## config.mk

```make
export PLATFORM = sky130hd
export DESIGN_NAME = mem_port_arbiter_flat
export DESIGN_NICKNAME = d
export VERILOG_FILES = /design/src/rtl/mem_port_arbiter_if.sv /design/src/rtl/mem_port_arbiter.sv /design/src/flat_wrapper.sv
export SDC_FILE = /design/constraint.sdc
export NUM_CORES = 1
export LEC_CHECK = 0
export ABC_AREA = 1
export ABC_CLOCK_PERIOD_IN_PS = 2300
export CAP_MARGIN = 15
export CORE_ASPECT_RATIO = 0.5
export CORE_UTILIZATION = 43
export DETAILED_ROUTE_END_ITERATION = 10
export GPL_TIMING_DRIVEN = 0
export PLACE_DENSITY_LB_ADDON = 0.3
export SLEW_MARGIN = 10
export SYNTH_ARGS = -nofsm -noshare
export SYNTH_HDL_FRONTEND = slang
export SYNTH_SLANG_ARGS = --single-unit
```

## constraint.sdc

```tcl
create_clock -name clk -period 2.3 [get_ports clk]
set_clock_uncertainty 0.2 [all_clocks]
set_input_delay 0.69 -clock clk [delete_from_list [all_inputs] [get_ports clk]]
set_output_delay 0.69 -clock clk [all_outputs]
set_load 0.05 [all_outputs]
```

## src/rtl/mem_port_arbiter_if.sv

```systemverilog
// mem_port_arbiter_if: bundles the CPU-side request ports (instruction fetch and
// data) and the memory-side bus of mem_port_arbiter.
//   if_*   : fetch request/address in, read data/ack out
//   d_*    : data request/we/address/wdata in, read data/ack out
//   mem_*  : strobe/we/address/wdata out, read data/ready in
//   stall  : CPU stall request out
//   err    : sticky timeout flag out
// slave modport is the arbiter's view; master is the CPU/memory side.
interface mem_port_arbiter_if #(
  parameter int ADDR_W = 12,
  parameter int DATA_W = 16
) ();
  logic              if_req;
  logic [ADDR_W-1:0] if_addr;
  logic [DATA_W-1:0] if_rdata;
  logic              if_ack;

  logic              d_req;
  logic              d_we;
  logic [ADDR_W-1:0] d_addr;
  logic [DATA_W-1:0] d_wdata;
  logic [DATA_W-1:0] d_rdata;
  logic              d_ack;

  logic              mem_en;
  logic              mem_we;
  logic [ADDR_W-1:0] mem_addr;
  logic [DATA_W-1:0] mem_wdata;
  logic [DATA_W-1:0] mem_rdata;
  logic              mem_ready;

  logic              stall;
  logic              err;

  modport slave (
    input  if_req, if_addr, d_req, d_we, d_addr, d_wdata, mem_rdata, mem_ready,
    output if_rdata, if_ack, d_rdata, d_ack, mem_en, mem_we, mem_addr, mem_wdata,
           stall, err
  );

  modport master (
    output if_req, if_addr, d_req, d_we, d_addr, d_wdata, mem_rdata, mem_ready,
    input  if_rdata, if_ack, d_rdata, d_ack, mem_en, mem_we, mem_addr, mem_wdata,
           stall, err
  );
endinterface

```

## src/rtl/mem_port_arbiter.sv

```systemverilog
// mem_port_arbiter: shares one single-port memory between an instruction-fetch
// port and a data (load/store) port. Requests are sampled only in IDLE; ties
// alternate using the last grant. Each access holds mem_en until mem_ready or
// until MAX_WAIT cycles elapse, in which case the access is aborted with zero
// read data, the ack still pulses, and the sticky err flag is set.
// Ports:
//   clk  : rising-edge clock
//   rst  : asynchronous reset, active-low
//   bus  : mem_port_arbiter_if.slave (CPU request ports + memory bus)
module mem_port_arbiter #(
  parameter int ADDR_W   = 12,
  parameter int DATA_W   = 16,
  parameter int MAX_WAIT = 15
) (
  input  logic                  clk,
  input  logic                  rst,
  mem_port_arbiter_if.slave     bus
);

  localparam int CNT_W = (MAX_WAIT < 2) ? 1 : $clog2(MAX_WAIT + 1);

  typedef enum logic [1:0] {IDLE, IF_ACC, D_ACC, RESP} state_e;
  typedef enum logic {GNT_IF = 1'b0, GNT_D = 1'b1} grant_e;

  state_e            state_q;
  grant_e            last_grant_q;
  logic [ADDR_W-1:0] addr_q;
  logic [DATA_W-1:0] wdata_q;
  logic              mem_en_q;
  logic              mem_we_q;
  logic              if_ack_q;
  logic              d_ack_q;
  logic [DATA_W-1:0] if_rdata_q;
  logic [DATA_W-1:0] d_rdata_q;
  logic              err_q;
  logic [CNT_W-1:0]  wait_q;

  logic [CNT_W-1:0]  wait_d;
  logic              timeout;
  grant_e            grant_sel_d;

  always_comb begin
    wait_d  = wait_q + CNT_W'(1);
    // Abort in the cycle whose missing ready would bring the count to MAX_WAIT,
    // so mem_en is high for exactly MAX_WAIT cycles.
    timeout = (wait_d == CNT_W'(MAX_WAIT));
    // Data wins when alone, or on a tie if fetch was granted last.
    grant_sel_d = (bus.d_req && (!bus.if_req || last_grant_q == GNT_IF)) ? GNT_D : GNT_IF;
  end

  always_ff @(posedge clk or negedge rst) begin
    if (!rst) begin
      state_q      <= IDLE;
      last_grant_q <= GNT_D;
      addr_q       <= '0;
      wdata_q      <= '0;
      mem_en_q     <= 1'b0;
      mem_we_q     <= 1'b0;
      if_ack_q     <= 1'b0;
      d_ack_q      <= 1'b0;
      if_rdata_q   <= '0;
      d_rdata_q    <= '0;
      err_q        <= 1'b0;
      wait_q       <= '0;
    end else begin
      case (state_q)
        IDLE: begin
          if (bus.if_req || bus.d_req) begin
            wait_q       <= '0;
            mem_en_q     <= 1'b1;
            last_grant_q <= grant_sel_d;
            if (grant_sel_d == GNT_D) begin
              state_q  <= D_ACC;
              addr_q   <= bus.d_addr;
              wdata_q  <= bus.d_wdata;
              mem_we_q <= bus.d_we;
            end else begin
              state_q  <= IF_ACC;
              addr_q   <= bus.if_addr;
              wdata_q  <= '0;
              mem_we_q <= 1'b0;
            end
          end
        end

        IF_ACC, D_ACC: begin
          if (bus.mem_ready || timeout) begin
            state_q  <= RESP;
            mem_en_q <= 1'b0;
            mem_we_q <= 1'b0;
            if (!bus.mem_ready) begin
              err_q <= 1'b1;
            end
            if (state_q == IF_ACC) begin
              if_rdata_q <= bus.mem_ready ? bus.mem_rdata : '0;
              if_ack_q   <= 1'b1;
            end else begin
              // A store leaves the load-data register untouched.
              if (!mem_we_q) begin
                d_rdata_q <= bus.mem_ready ? bus.mem_rdata : '0;
              end
              d_ack_q <= 1'b1;
            end
          end else begin
            wait_q <= wait_d;
          end
        end

        RESP: begin
          if_ack_q <= 1'b0;
          d_ack_q  <= 1'b0;
          state_q  <= IDLE;
        end

        default: begin
          state_q <= IDLE;
        end
      endcase
    end
  end

  assign bus.mem_en    = mem_en_q;
  assign bus.mem_we    = mem_we_q;
  assign bus.mem_addr  = addr_q;
  assign bus.mem_wdata = wdata_q;
  assign bus.if_rdata  = if_rdata_q;
  assign bus.if_ack    = if_ack_q;
  assign bus.d_rdata   = d_rdata_q;
  assign bus.d_ack     = d_ack_q;
  assign bus.err       = err_q;
  assign bus.stall     = (bus.if_req & ~if_ack_q) | (bus.d_req & ~d_ack_q);

endmodule

```

## src/flat_wrapper.sv

```systemverilog
// flat-port wrapper written by rule: the top's interface ports become plain ports
module mem_port_arbiter_flat 
#(
  parameter int ADDR_W   = 12,
  parameter int DATA_W   = 16,
  parameter int MAX_WAIT = 15
)
  (clk, rst, bus_if_req, bus_if_addr, bus_d_req, bus_d_we, bus_d_addr, bus_d_wdata, bus_mem_rdata, bus_mem_ready, bus_if_rdata, bus_if_ack, bus_d_rdata, bus_d_ack, bus_mem_en, bus_mem_we, bus_mem_addr, bus_mem_wdata, bus_stall, bus_err);
  mem_port_arbiter_if #(.ADDR_W(ADDR_W), .DATA_W(DATA_W)) bus_i ();
  input  logic clk;
  input  logic rst;
  input wire logic [$bits(bus_i.if_req)-1:0] bus_if_req;
  input wire logic [$bits(bus_i.if_addr)-1:0] bus_if_addr;
  input wire logic [$bits(bus_i.d_req)-1:0] bus_d_req;
  input wire logic [$bits(bus_i.d_we)-1:0] bus_d_we;
  input wire logic [$bits(bus_i.d_addr)-1:0] bus_d_addr;
  input wire logic [$bits(bus_i.d_wdata)-1:0] bus_d_wdata;
  input wire logic [$bits(bus_i.mem_rdata)-1:0] bus_mem_rdata;
  input wire logic [$bits(bus_i.mem_ready)-1:0] bus_mem_ready;
  output wire logic [$bits(bus_i.if_rdata)-1:0] bus_if_rdata;
  output wire logic [$bits(bus_i.if_ack)-1:0] bus_if_ack;
  output wire logic [$bits(bus_i.d_rdata)-1:0] bus_d_rdata;
  output wire logic [$bits(bus_i.d_ack)-1:0] bus_d_ack;
  output wire logic [$bits(bus_i.mem_en)-1:0] bus_mem_en;
  output wire logic [$bits(bus_i.mem_we)-1:0] bus_mem_we;
  output wire logic [$bits(bus_i.mem_addr)-1:0] bus_mem_addr;
  output wire logic [$bits(bus_i.mem_wdata)-1:0] bus_mem_wdata;
  output wire logic [$bits(bus_i.stall)-1:0] bus_stall;
  output wire logic [$bits(bus_i.err)-1:0] bus_err;
  assign bus_i.if_req = bus_if_req;
  assign bus_i.if_addr = bus_if_addr;
  assign bus_i.d_req = bus_d_req;
  assign bus_i.d_we = bus_d_we;
  assign bus_i.d_addr = bus_d_addr;
  assign bus_i.d_wdata = bus_d_wdata;
  assign bus_i.mem_rdata = bus_mem_rdata;
  assign bus_i.mem_ready = bus_mem_ready;
  assign bus_if_rdata = bus_i.if_rdata;
  assign bus_if_ack = bus_i.if_ack;
  assign bus_d_rdata = bus_i.d_rdata;
  assign bus_d_ack = bus_i.d_ack;
  assign bus_mem_en = bus_i.mem_en;
  assign bus_mem_we = bus_i.mem_we;
  assign bus_mem_addr = bus_i.mem_addr;
  assign bus_mem_wdata = bus_i.mem_wdata;
  assign bus_stall = bus_i.stall;
  assign bus_err = bus_i.err;
  mem_port_arbiter #(.ADDR_W(ADDR_W), .DATA_W(DATA_W), .MAX_WAIT(MAX_WAIT)) u_core (.clk(clk), .rst(rst), .bus(bus_i));
endmodule
```

==> run_summary.xml, run 1 <==
<?xml version="1.0" encoding="UTF-8"?>
<metrics>
  <group name="outcome">
    <metric name="run_status" unit="">complete, no violations</metric>
  </group>
  <group name="routing">
    <metric name="route.detailed.vias_per_inst" unit="">4.83</metric>
    <metric name="routed_wire_length_per_instance" unit="um">13.2</metric>
    <metric name="drt-initial-drc-count" unit="">128</metric>
    <metric name="detailroute.via_count" unit="">2847</metric>
    <metric name="antenna_violating_nets_post_route" unit="">0</metric>
    <metric name="route.detailed.drc" unit="">0</metric>
    <metric name="drt-total-wl" unit="um">7790</metric>
    <metric name="firstDrtPassIters" unit="">4</metric>
  </group>
  <group name="layout">
    <metric name="num_antenna_cells" unit="">0</metric>
    <metric name="final_net_count" unit="">560</metric>
    <metric name="mostFrequentLayoutCell" unit="">sky130_fd_sc_hd__nand2_1</metric>
    <metric name="post_route_cells_drive_above_1_share" unit="">0.141</metric>
    <metric name="num-fill-cells" unit="">583</metric>
    <metric name="syn2layout_area_growth" unit="%">50.9</metric>
    <metric name="finalCoreUtilization" unit="">0.698</metric>
    <metric name="most-common-layout-cells" unit="">112 x sky130_fd_sc_hd__nand2_1, 71 x sky130_fd_sc_hd__dfrtp_1, 67 x sky130_fd_sc_hd__dlygate4sd2_1, 57 x sky130_fd_sc_hd__clkdlybuf4s50_1, 40 x sky130_fd_sc_hd__o21ai_0</metric>
  </group>
  <group name="yosys">
    <metric name="synth.yosys.seq_area_share" unit="">0.560</metric>
    <metric name="ys_ff_latch" unit="">72</metric>
    <metric name="mux_share_of_post_synthesis_cell_area" unit="">0</metric>
    <metric name="synth_compound_area_frac" unit="">0.118</metric>
    <metric name="synth-adder-area-share" unit="">0.0233</metric>
    <metric name="synth_simple_gate_area_frac" unit="">0.243</metric>
    <metric name="avgSynthCellArea" unit="um2">9.10</metric>
    <metric name="synthesized_area_fraction_occupied_by_xor_and_xnor_cells" unit="">0</metric>
    <metric name="syn_nets" unit="">422</metric>
    <metric name="netlist_top_cells_area" unit="">sky130_fd_sc_hd__dfrtp_1 55%, sky130_fd_sc_hd__nand2_1 13%, sky130_fd_sc_hd__o21ai_0 6.2%</metric>
    <metric name="syn_area" unit="um2">3220</metric>
    <metric name="netlist.top_cell.by_area" unit="">sky130_fd_sc_hd__dfrtp_1</metric>
    <metric name="synth_top_family_by_area" unit="">simple AND/OR/NAND/NOR gates</metric>
    <metric name="yosys.cell_types.count" unit="">25</metric>
    <metric name="synthesis.instances" unit="">354</metric>
    <metric name="synth_warnings" unit="">0</metric>
    <metric name="synthDominantCellAreaShare" unit="">0.551</metric>
  </group>
  <group name="setup_path">
    <metric name="critical_path.slowest_cell" unit="">sky130_fd_sc_hd__dlygate4sd2_1</metric>
    <metric name="arr_time_crit_path" unit="ps">1310</metric>
    <metric name="worstPathCellList" unit="">dlygate4sd2_1 -&gt; inv_1 -&gt; o22ai_2 -&gt; buf_6</metric>
    <metric name="r2r_start" unit="">u_core.state_q[0]</metric>
    <metric name="reg2reg_setup_slack" unit="ps">310</metric>
    <metric name="r2r_cells" unit="">9</metric>
    <metric name="crit_fanout" unit="">3</metric>
    <metric name="worst-endpoint-required" unit="ps">1410</metric>
    <metric name="setup.worst_path.start_class" unit="">input port</metric>
    <metric name="critical-path-max-stage-delay" unit="ps">240</metric>
    <metric name="worstSetupStartpoint" unit="">bus_if_req</metric>
    <metric name="worstSetupPathType" unit="">input port to primary output</metric>
    <metric name="crit-reg2reg-capture" unit="">u_core.bus.mem_wdata[4]</metric>
    <metric name="crit_path_end_kind" unit="">primary output</metric>
  </group>
  <group name="power">
    <metric name="fin_total_pwr" unit="mW">8.02</metric>
    <metric name="max-vdd-ir-drop" unit="uV">666</metric>
    <metric name="total_leakage_power" unit="nW">2.47</metric>
    <metric name="p_per_area" unit="nW/um2">1650</metric>
  </group>
  <group name="sta">
    <metric name="worst-slew-pin-transition" unit="ps">535</metric>
    <metric name="final-max-slew-violation-count" unit="">0</metric>
    <metric name="finalCriticalPeriod" unit="ps">2200</metric>
    <metric name="layout_worst_path_cycle_share" unit="">0.957</metric>
    <metric name="max_freq" unit="MHz">454</metric>
    <metric name="setup_violations" unit="">0</metric>
    <metric name="timing.max_slew.rel_slack" unit="">0.645</metric>
    <metric name="grt_setup_unrepaired" unit="">no</metric>
    <metric name="setup_tns" unit="ps">0</metric>
    <metric name="final_hold_viol_count" unit="">0</metric>
    <metric name="worst_slack" unit="ps">98.0</metric>
  </group>
  <group name="grt">
    <metric name="globalRoute.totalOverflow" unit="">0</metric>
    <metric name="initial_antenna_violation_count" unit="">0</metric>
    <metric name="grt_start_max_net_pins" unit="">57</metric>
    <metric name="globalRouteTotalUtil" unit="">0.216</metric>
    <metric name="grt_pass1_vias" unit="">2831</metric>
    <metric name="first_pass_grt_wire_length" unit="um">13300</metric>
  </group>
  <group name="floorplan">
    <metric name="rows" unit="">21</metric>
    <metric name="core-area" unit="um2">6960</metric>
    <metric name="initial_utilization" unit="">0.463</metric>
    <metric name="die_y" unit="um">63.2</metric>
    <metric name="die_width" unit="um">124</metric>
    <metric name="num_io_pins" unit="">128</metric>
    <metric name="die_area" unit="um2">7860</metric>
  </group>
  <group name="clock_network">
    <metric name="tritoncts.num_buffers" unit="">9</metric>
    <metric name="cts_root_buffer" unit="">sky130_fd_sc_hd__clkbuf_16</metric>
    <metric name="clock_path_buffers" unit="">2</metric>
    <metric name="clock_pin_transition_on_the_worst_setup_and_hold_timing_paths" unit="ps">50</metric>
    <metric name="cts_tree" unit="">yes</metric>
    <metric name="htreeDepth" unit="">3</metric>
    <metric name="clock_latency" unit="ps">330</metric>
    <metric name="cts_sinks" unit="">72</metric>
  </group>
  <group name="placed_design">
    <metric name="place.gp.congestion" unit="">0.736</metric>
    <metric name="numPortBuffers" unit="">126</metric>
    <metric name="place.detailed.hpwl" unit="um">5670</metric>
    <metric name="placement.setup.worst_slack" unit="ps">-805</metric>
  </group>
  <group name="worst_hold_path">
    <metric name="worst_hold_path_type" unit="">input port to async pin</metric>
  </group>
  <group name="job">
    <metric name="cap_violations" unit="">0</metric>
  </group>
</metrics>
[registers in the layout (all words and copies together), names as in the netlist]
signal / cells
u_core.bus.err: 1
u_core.bus.if_ack: 1
u_core.bus.d_ack: 1
u_core.state_q: 2
u_core.bus.mem_we: 1
u_core.bus.mem_en: 1
u_core.bus.d_rdata: 16
u_core.wait_q: 4
u_core.last_grant_q: 1
u_core.bus.mem_wdata: 16
u_core.bus.if_rdata: 16
u_core.bus.mem_addr: 12
[worst max-delay path: cells and delay by family]
kind | cells | cell delay [ps]
buf+inv | 3 | 480
compound gates | 1 | 150
[stage by stage]
stage / hold slack, ps / cells / area (um2)
after global placement: 254 / 572 / 4600
after detailed placement: 255 / 573 / 4630
after floorplan: 194 / 354 / 3230
final: 23.6 / 589 / 4860
after global routing: 25.9 / 589 / 4860
after CTS: 23.7 / 589 / 4860
[timing repair]
action                                 4_1_cts  5_1_grt
setup endpoints to repair                   66        0
endpoints found under the hold margin        0        0
setup buffers                                0        0
gates resized for setup                     74        0
hold buffers                                 0        0
[how the worst max path moves through the flow]
stage	end	cells after the start	slack, ps
after floorplan	bus_stall	2	220
after global placement	u_core.bus.if_rdata[8]	1	-2120
after detailed placement	bus_stall	4	-810
after CTS	bus_stall	4	90
after global routing	bus_stall	4	40
final	bus_stall	4	100
[layout make-up]
cell class / count / area (um2) / area share
Tap cell: 92 / 115 / 0.0237
Timing Repair Buffer: 127 / 1200 / 0.248
Clock inverter: 3 / 65.1 / 0.0134
Multi-Input combinational cell: 245 / 1240 / 0.256
Inverter: 20 / 75.1 / 0.0154
Sequential cell: 72 / 1800 / 0.371
Clock buffer: 13 / 250 / 0.0515
Buffer: 17 / 105 / 0.0216
[report_power, final]
part / internal, mW / switching [mW] / total [mW]
combinational: 1.20 / 3.18 / 4.37
clock: 0.978 / 0.498 / 1.48
sequential: 1.84 / 0.331 / 2.17
[metal layers]
layer	routed length, um	vias up	GRT usage
met5	0	-	0
met4	127	0	0.0723
met3	484	17	0.0790
met2	3630	84	0.365
met1	3550	1332	0.257
li1	-	1414	-
[cell families (layout without fill, tap and decap cells)]
| group | after synthesis | after routing |
|---|---|---|
| DFF | 72 | 72 |
| AOI/OAI and AO/OA | 63 | 63 |
| buffers and inverters | 37 | 180 |
| adders and majority gates | 6 | 6 |
| and+or+nand+nor | 176 | 176 |
[cells in the mapped netlist (all sizes together)]
cell,instances
dfrtp,71
nand4,3
nand2,131
o22ai,1
inv,20
clkbuf,6
a21oi,1
dfstp,1
nand3,23
o21ai,60
nor2,19
ha,6
o21bai,1
buf,11
Note: power is estimated with default switching activity, not from simulation.
==> inputs of run 2 (changes only) <==
--- a/config.mk
+++ b/config.mk
@@ -13,7 +13,6 @@
 export DETAILED_ROUTE_END_ITERATION = 10
 export GPL_TIMING_DRIVEN = 0
 export PLACE_DENSITY_LB_ADDON = 0.3
-export SLEW_MARGIN = 10
 export SYNTH_ARGS = -nofsm -noshare
 export SYNTH_HDL_FRONTEND = slang
 export SYNTH_SLANG_ARGS = --single-unit
==> run 2 against run 1 <==
Compared with the run above:
- largest power group unchanged
- first-iteration DRC count rose by 14%
- largest cell class unchanged
- critical endpoint unchanged
- sequential cell count did not move
- fmax fell by 0.14%
==> run_summary.xml, run 2 (synthesis gave the netlist of run 1 again) <==
<?xml version="1.0" encoding="UTF-8"?>
<metrics>
  <group name="outcome">
    <metric name="run_status" unit="">complete, no violations</metric>
  </group>
  <group name="clock_network">
    <metric name="ctsHoldBuffers" unit="">0</metric>
    <metric name="clock_pin_transition_on_the_worst_setup_and_hold_timing_paths" unit="ps">50</metric>
    <metric name="cts_root_buffer" unit="">sky130_fd_sc_hd__clkbuf_16</metric>
    <metric name="clock_latency" unit="ps">320</metric>
    <metric name="tritoncts.num_buffers" unit="">9</metric>
    <metric name="cts_repair_resize_count" unit="">74</metric>
    <metric name="clock_path_buffers" unit="">2</metric>
    <metric name="htreeDepth" unit="">3</metric>
    <metric name="cts_sinks" unit="">72</metric>
    <metric name="cts_tree" unit="">yes</metric>
    <metric name="cts_setup_buffers" unit="">0</metric>
  </group>
  <group name="layout">
    <metric name="seq_area" unit="um2">1800</metric>
    <metric name="post_route_cells_drive_above_1_share" unit="">0.141</metric>
    <metric name="syn2layout_area_growth" unit="%">49.1</metric>
    <metric name="final_net_count" unit="">559</metric>
    <metric name="most-common-layout-cells" unit="">112 x sky130_fd_sc_hd__nand2_1, 71 x sky130_fd_sc_hd__dfrtp_1, 67 x sky130_fd_sc_hd__dlygate4sd2_1, 57 x sky130_fd_sc_hd__clkdlybuf4s50_1, 40 x sky130_fd_sc_hd__o21ai_0</metric>
    <metric name="mostFrequentLayoutCell" unit="">sky130_fd_sc_hd__nand2_1</metric>
    <metric name="total_area_of_multi_input_combinational_cells" unit="um2">1240</metric>
    <metric name="num_antenna_cells" unit="">0</metric>
    <metric name="num-fill-cells" unit="">589</metric>
    <metric name="post_layout_nonfiller_instances" unit="">587</metric>
  </group>
  <group name="floorplan">
    <metric name="initial_utilization" unit="">0.463</metric>
    <metric name="die_y" unit="um">63.2</metric>
    <metric name="die_area" unit="um2">7860</metric>
    <metric name="core-area" unit="um2">6960</metric>
    <metric name="die_width" unit="um">124</metric>
    <metric name="rows" unit="">21</metric>
    <metric name="num_io_pins" unit="">128</metric>
  </group>
  <group name="sta">
    <metric name="final-max-slew-violation-count" unit="">0</metric>
    <metric name="max_freq" unit="MHz">454</metric>
    <metric name="final_hold_viol_count" unit="">0</metric>
    <metric name="setup_tns" unit="ps">0</metric>
    <metric name="finalCriticalPeriod" unit="ps">2210</metric>
    <metric name="setup_violations" unit="">0</metric>
    <metric name="worst_slack" unit="ps">95.0</metric>
    <metric name="timing.max_slew.rel_slack" unit="">0.395</metric>
    <metric name="grt_setup_unrepaired" unit="">no</metric>
    <metric name="layout_worst_path_cycle_share" unit="">0.959</metric>
    <metric name="worst-slew-pin-transition" unit="ps">907</metric>
  </group>
  <group name="routing">
    <metric name="drt-total-wl" unit="um">7750</metric>
    <metric name="routed_wire_length_per_instance" unit="um">13.2</metric>
    <metric name="drt-initial-drc-count" unit="">146</metric>
    <metric name="antenna_violating_nets_post_route" unit="">0</metric>
    <metric name="route.detailed.vias_per_inst" unit="">4.81</metric>
    <metric name="detailroute.via_count" unit="">2822</metric>
    <metric name="route.detailed.drc" unit="">0</metric>
    <metric name="firstDrtPassIters" unit="">4</metric>
  </group>
  <group name="power">
    <metric name="sw_frac_of_total" unit="">0.510</metric>
    <metric name="seqPwrFrac" unit="">0.277</metric>
    <metric name="max-vdd-ir-drop" unit="uV">704</metric>
    <metric name="netSwitchingPower" unit="mW">4.00</metric>
    <metric name="pwr-share-clk" unit="">0.166</metric>
    <metric name="comb_power_share" unit="">0.556</metric>
    <metric name="total_leakage_power" unit="nW">2.45</metric>
    <metric name="p_per_area" unit="nW/um2">1630</metric>
    <metric name="internal_dissipation" unit="mW">3.84</metric>
  </group>
  <group name="grt">
    <metric name="grt_start_max_net_pins" unit="">73</metric>
    <metric name="globalRoute.totalOverflow" unit="">0</metric>
    <metric name="initial_antenna_violation_count" unit="">0</metric>
    <metric name="first_pass_grt_wire_length" unit="um">13400</metric>
    <metric name="grt_pass1_vias" unit="">2837</metric>
    <metric name="use_met3" unit="">0.0782</metric>
    <metric name="globalRouteTotalUtil" unit="">0.216</metric>
    <metric name="global_route.usage.met1" unit="">0.269</metric>
    <metric name="global_route.peak_usage_layer" unit="">met2</metric>
    <metric name="gr-usage-met2" unit="">0.353</metric>
  </group>
  <group name="setup_path">
    <metric name="arr_time_crit_path" unit="ps">1320</metric>
    <metric name="worst-endpoint-required" unit="ps">1410</metric>
    <metric name="worstSetupPathType" unit="">input port to primary output</metric>
    <metric name="setup.worst_path.start_class" unit="">input port</metric>
    <metric name="crit_path_end_kind" unit="">primary output</metric>
    <metric name="crit_fanout" unit="">3</metric>
  </group>
  <group name="job">
    <metric name="cap_violations" unit="">0</metric>
  </group>
  <group name="worst_hold_path">
    <metric name="worst_hold_path_type" unit="">flop to flop</metric>
  </group>
  <group name="placed_design">
    <metric name="place.detailed.instances" unit="">572</metric>
    <metric name="numPortBuffers" unit="">126</metric>
    <metric name="place.gp.congestion" unit="">0.736</metric>
    <metric name="place.detailed.hpwl" unit="um">5560</metric>
    <metric name="placement.setup.worst_slack" unit="ps">-805</metric>
  </group>
</metrics>
[run 2: power groups by stage]
stage               combinational [mW]  sequential [mW]  clock, mW
floorplan                         1.42             3.95          0
global placement                  4.68             2.19          0
detailed placement                4.75             2.20          0
CTS                               4.40             2.17       1.32
global route                      4.67             2.25       1.41
finish                            4.36             2.17       1.30
[run 2: per-layer routing]
metal	vias up	routed length, um
met1	1315	3570
li1	1419	-
met3	8	493
met2	80	3610
met4	0	68
met5	-	0
[run 2: path summary, 6_finish.rpt]
| kind | startpoint | to | slack [ps] | cells past startpoint |
|---|---|---|---|---|
| max | bus_if_req | bus_stall | 90 | 4 |
| min | u_core.last_grant_q | u_core.last_grant_q | 260 | 2 |
| max reg2reg | u_core.state_q[0] | u_core.bus.mem_wdata[5] | 330 | 9 |
| min reg2reg | u_core.last_grant_q | u_core.last_grant_q | 260 | 2 |
| max in group asynchronous | rst | u_core.bus.if_rdata[3] | 1010 | 1 |
| min in group asynchronous | rst | u_core.bus.mem_addr[10] | 280 | 1 |
[run 2: final cells by class]
class,instances,share of cell area
clock buffers,13,0.0563
inverters,20,0.0156
flip-flops and latches,72,0.375
repair buffers,126,0.245
clock inverters,2,0.00287
well taps,92,0.0240
multi-input cells,245,0.259
plain buffers,17,0.0219
[run 2: worst max-delay path, stage by stage]
cell                            delay, ps
sky130_fd_sc_hd__dlygate4sd2_1        240
sky130_fd_sc_hd__inv_1                 60
sky130_fd_sc_hd__o22ai_2              140
sky130_fd_sc_hd__buf_6                180
[run 2: metrics by stage]
stage                     total power [mW]  hold slack (ps)  cell area, um2  utilization
final                                 7.84              260            4800        0.690
after CTS                             7.90              262            4800        0.690
after floorplan                       5.37              194            3230            -
after detailed placement              6.95              254            4600        0.661
after global routing                  8.34              273            4800        0.690
after global placement                6.87              254            4600        0.661
==> inputs of run 3 (changes only) <==
--- a/config.mk
+++ b/config.mk
@@ -8,8 +8,10 @@
 export ABC_AREA = 1
 export ABC_CLOCK_PERIOD_IN_PS = 2300
 export CAP_MARGIN = 15
+export CELL_PAD_IN_SITES_DETAIL_PLACEMENT = 0
+export CELL_PAD_IN_SITES_GLOBAL_PLACEMENT = 2
 export CORE_ASPECT_RATIO = 0.5
-export CORE_UTILIZATION = 43
+export CORE_UTILIZATION = 25
 export DETAILED_ROUTE_END_ITERATION = 10
 export GPL_TIMING_DRIVEN = 0
 export PLACE_DENSITY_LB_ADDON = 0.3
==> run 3 against run 2 <==
Compared with the run above:
- sequential power about the same
- non-clock buffer count rose by 2
- wire length grew 15%
- via count decreased by 2.7%
- combinational power up 0.9%
- first-iteration DRC count decreased by 17%
- sequential share of layout area down 1.4 points
- fmax is 0.37% higher
- worst setup slack improved by 8.0 ps
- die area up 70%
- largest power group unchanged
==> run_summary.xml, run 3 (synthesis gave the netlist of run 1 again) <==
<?xml version="1.0" encoding="UTF-8"?>
<metrics>
  <group name="sta">
    <metric name="worst_slack" unit="ps">103</metric>
    <metric name="layout_worst_path_cycle_share" unit="">0.955</metric>
    <metric name="final-max-slew-violation-count" unit="">0</metric>
    <metric name="timing.max_slew.rel_slack" unit="">0.640</metric>
    <metric name="finalCriticalPeriod" unit="ps">2200</metric>
    <metric name="grt_setup_unrepaired" unit="">no</metric>
    <metric name="worst-slew-pin-transition" unit="ps">541</metric>
    <metric name="max_freq" unit="MHz">455</metric>
    <metric name="final_hold_viol_count" unit="">0</metric>
    <metric name="setup_violations" unit="">0</metric>
    <metric name="final_layout_worst_hold_slack" unit="ps">270</metric>
  </group>
  <group name="power">
    <metric name="comb_power_share" unit="">0.539</metric>
    <metric name="seqPwrFrac" unit="">0.265</metric>
    <metric name="pwr-share-clk" unit="">0.196</metric>
    <metric name="netSwitchingPower" unit="mW">4.07</metric>
    <metric name="max-vdd-ir-drop" unit="uV">567</metric>
    <metric name="total_leakage_power" unit="nW">2.49</metric>
    <metric name="sw_frac_of_total" unit="">0.498</metric>
    <metric name="p_per_area" unit="nW/um2">1640</metric>
    <metric name="internal_dissipation" unit="mW">4.10</metric>
  </group>
  <group name="routing">
    <metric name="detailroute.via_count" unit="">2745</metric>
    <metric name="drt-total-wl" unit="um">8890</metric>
    <metric name="antenna_violating_nets_post_route" unit="">0</metric>
    <metric name="met2_length" unit="um">4210</metric>
    <metric name="m1WireLength" unit="um">4140</metric>
    <metric name="route.detailed.drc" unit="">0</metric>
    <metric name="route.detailed.vias_per_inst" unit="">4.14</metric>
    <metric name="dr.max_layer_used" unit="">met4</metric>
    <metric name="routed_wire_length_per_instance" unit="um">13.4</metric>
    <metric name="drt-initial-drc-count" unit="">121</metric>
    <metric name="firstDrtPassIters" unit="">4</metric>
    <metric name="detailroute.wirelength.met3" unit="um">451</metric>
  </group>
  <group name="layout">
    <metric name="syn2layout_area_growth" unit="%">55.0</metric>
    <metric name="final_net_count" unit="">561</metric>
    <metric name="final_design_area_no_fill" unit="um2">4990</metric>
    <metric name="post_route_cells_drive_above_1_share" unit="">0.147</metric>
    <metric name="mostFrequentLayoutCell" unit="">sky130_fd_sc_hd__nand2_1</metric>
    <metric name="num_antenna_cells" unit="">0</metric>
    <metric name="most-common-layout-cells" unit="">112 x sky130_fd_sc_hd__nand2_1, 71 x sky130_fd_sc_hd__dfrtp_1, 67 x sky130_fd_sc_hd__dlygate4sd2_1, 57 x sky130_fd_sc_hd__clkdlybuf4s50_1, 40 x sky130_fd_sc_hd__o21ai_0</metric>
  </group>
  <group name="clock_network">
    <metric name="tritoncts.num_buffers" unit="">9</metric>
    <metric name="clock_path_buffers" unit="">2</metric>
    <metric name="cts_sinks" unit="">72</metric>
    <metric name="clock_latency" unit="ps">330</metric>
    <metric name="cts_root_buffer" unit="">sky130_fd_sc_hd__clkbuf_16</metric>
    <metric name="cts_tree" unit="">yes</metric>
    <metric name="clock_pin_transition_on_the_worst_setup_and_hold_timing_paths" unit="ps">60</metric>
    <metric name="htreeDepth" unit="">3</metric>
  </group>
  <group name="floorplan">
    <metric name="core-area" unit="um2">12200</metric>
    <metric name="rows" unit="">28</metric>
    <metric name="die_area" unit="um2">13400</metric>
    <metric name="die_y" unit="um">82.3</metric>
    <metric name="num_io_pins" unit="">128</metric>
    <metric name="die_width" unit="um">163</metric>
    <metric name="initial_utilization" unit="">0.264</metric>
  </group>
  <group name="setup_path">
    <metric name="setup.worst_path.start_class" unit="">input port</metric>
    <metric name="crit_fanout" unit="">3</metric>
    <metric name="worst-endpoint-required" unit="ps">1410</metric>
    <metric name="worstSetupPathType" unit="">input port to primary output</metric>
    <metric name="crit_path_end_kind" unit="">primary output</metric>
    <metric name="arr_time_crit_path" unit="ps">1310</metric>
  </group>
  <group name="grt">
    <metric name="first_pass_grt_wire_length" unit="um">14200</metric>
    <metric name="globalRouteTotalUtil" unit="">0.140</metric>
    <metric name="grt_pass1_vias" unit="">2735</metric>
    <metric name="initial_antenna_violation_count" unit="">0</metric>
    <metric name="globalRoute.totalOverflow" unit="">0</metric>
    <metric name="grt_start_max_net_pins" unit="">63</metric>
  </group>
  <group name="placed_design">
    <metric name="place.gp.congestion" unit="">0.695</metric>
    <metric name="placement.setup.worst_slack" unit="ps">-793</metric>
    <metric name="placement.cell_area" unit="um2">4720</metric>
    <metric name="numPortBuffers" unit="">126</metric>
    <metric name="place.detailed.hpwl" unit="um">6530</metric>
  </group>
  <group name="worst_hold_path">
    <metric name="worst_hold_path_type" unit="">flop to flop</metric>
  </group>
  <group name="outcome">
    <metric name="run_status" unit="">complete, no violations</metric>
  </group>
  <group name="job">
    <metric name="cap_violations" unit="">0</metric>
  </group>
</metrics>
-- run 3: cell count changes in the layout (fill, tap and decap cells not counted), sizes merged --
cell,delta
bufinv,+3
inv,+1
clkbuf,-4
clkinv,-1
buf,+1
clkinvlp,+2
dlygate4sd3,+1
-- run 3: cell type report --
cell class | count | area, um2
Fill cell | 1293 | 7200
Clock inverter | 7 | 119
Sequential cell | 72 | 1800
Clock buffer | 9 | 225
Inverter | 20 | 75.1
Tap cell | 165 | 206
Multi-Input combinational cell | 245 | 1240
Buffer | 17 | 105
Timing Repair Buffer | 128 | 1210
-- run 3: power groups by stage --
stage	clock [mW]	combinational (mW)	sequential, mW
2_1_floorplan	0	1.42	3.95
5_1_grt	1.70	4.75	2.24
3_3_place_gp	0	4.80	2.21
3_5_place_dp	0	4.81	2.20
6_report	1.60	4.40	2.16
4_1_cts	1.66	4.47	2.17
-- run 3: through the flow --
stage	instances	total power, mW	util	TNS, ps
finish	663	8.17	0.409	0
detailed placement	646	7.02	0.387	-3730
floorplan	354	5.37	-	0
global route	663	8.69	0.409	0
CTS	663	8.30	0.409	0
global placement	645	7.00	0.385	-175810
-- run 3: per-layer routing --
layer | global-route usage | vias to the layer above
li1 | - | 1422
met4 | 0.0477 | 0
met1 | 0.179 | 1243
met5 | 0 | -
met2 | 0.232 | 72
met3 | 0.0385 | 8
-- run 3: worst max-delay path, cell delays in order --
cell	delay, ps
sky130_fd_sc_hd__dlygate4sd2_1	240
sky130_fd_sc_hd__inv_1	60
sky130_fd_sc_hd__o22ai_2	140
sky130_fd_sc_hd__buf_6	180
-- run 3: worst paths after layout --
| kind | start | to | slack, ps | depth (start not counted) |
|---|---|---|---|---|
| worst max-delay path | bus_if_req | bus_stall | 100 | 4 |
| worst max register to register | u_core.state_q[1] | u_core.bus.mem_wdata[0] | 310 | 9 |
| min in group asynchronous | rst | u_core.bus.mem_addr[4] | 540 | 2 |
| max in group asynchronous | rst | u_core.last_grant_q | 780 | 3 |
| worst min-delay path | u_core.bus.err | u_core.bus.err | 270 | 1 |
| worst min register to register | u_core.bus.err | u_core.bus.err | 270 | 1 |
-- run 3: timing repair --
action / in CTS / in global routing
hold buffers: 1 / 0
endpoints found under the hold margin: 10 / 0
gates resized for setup: 74 / 0
setup endpoints to repair: 66 / 0
buffers inserted: 0 / 0
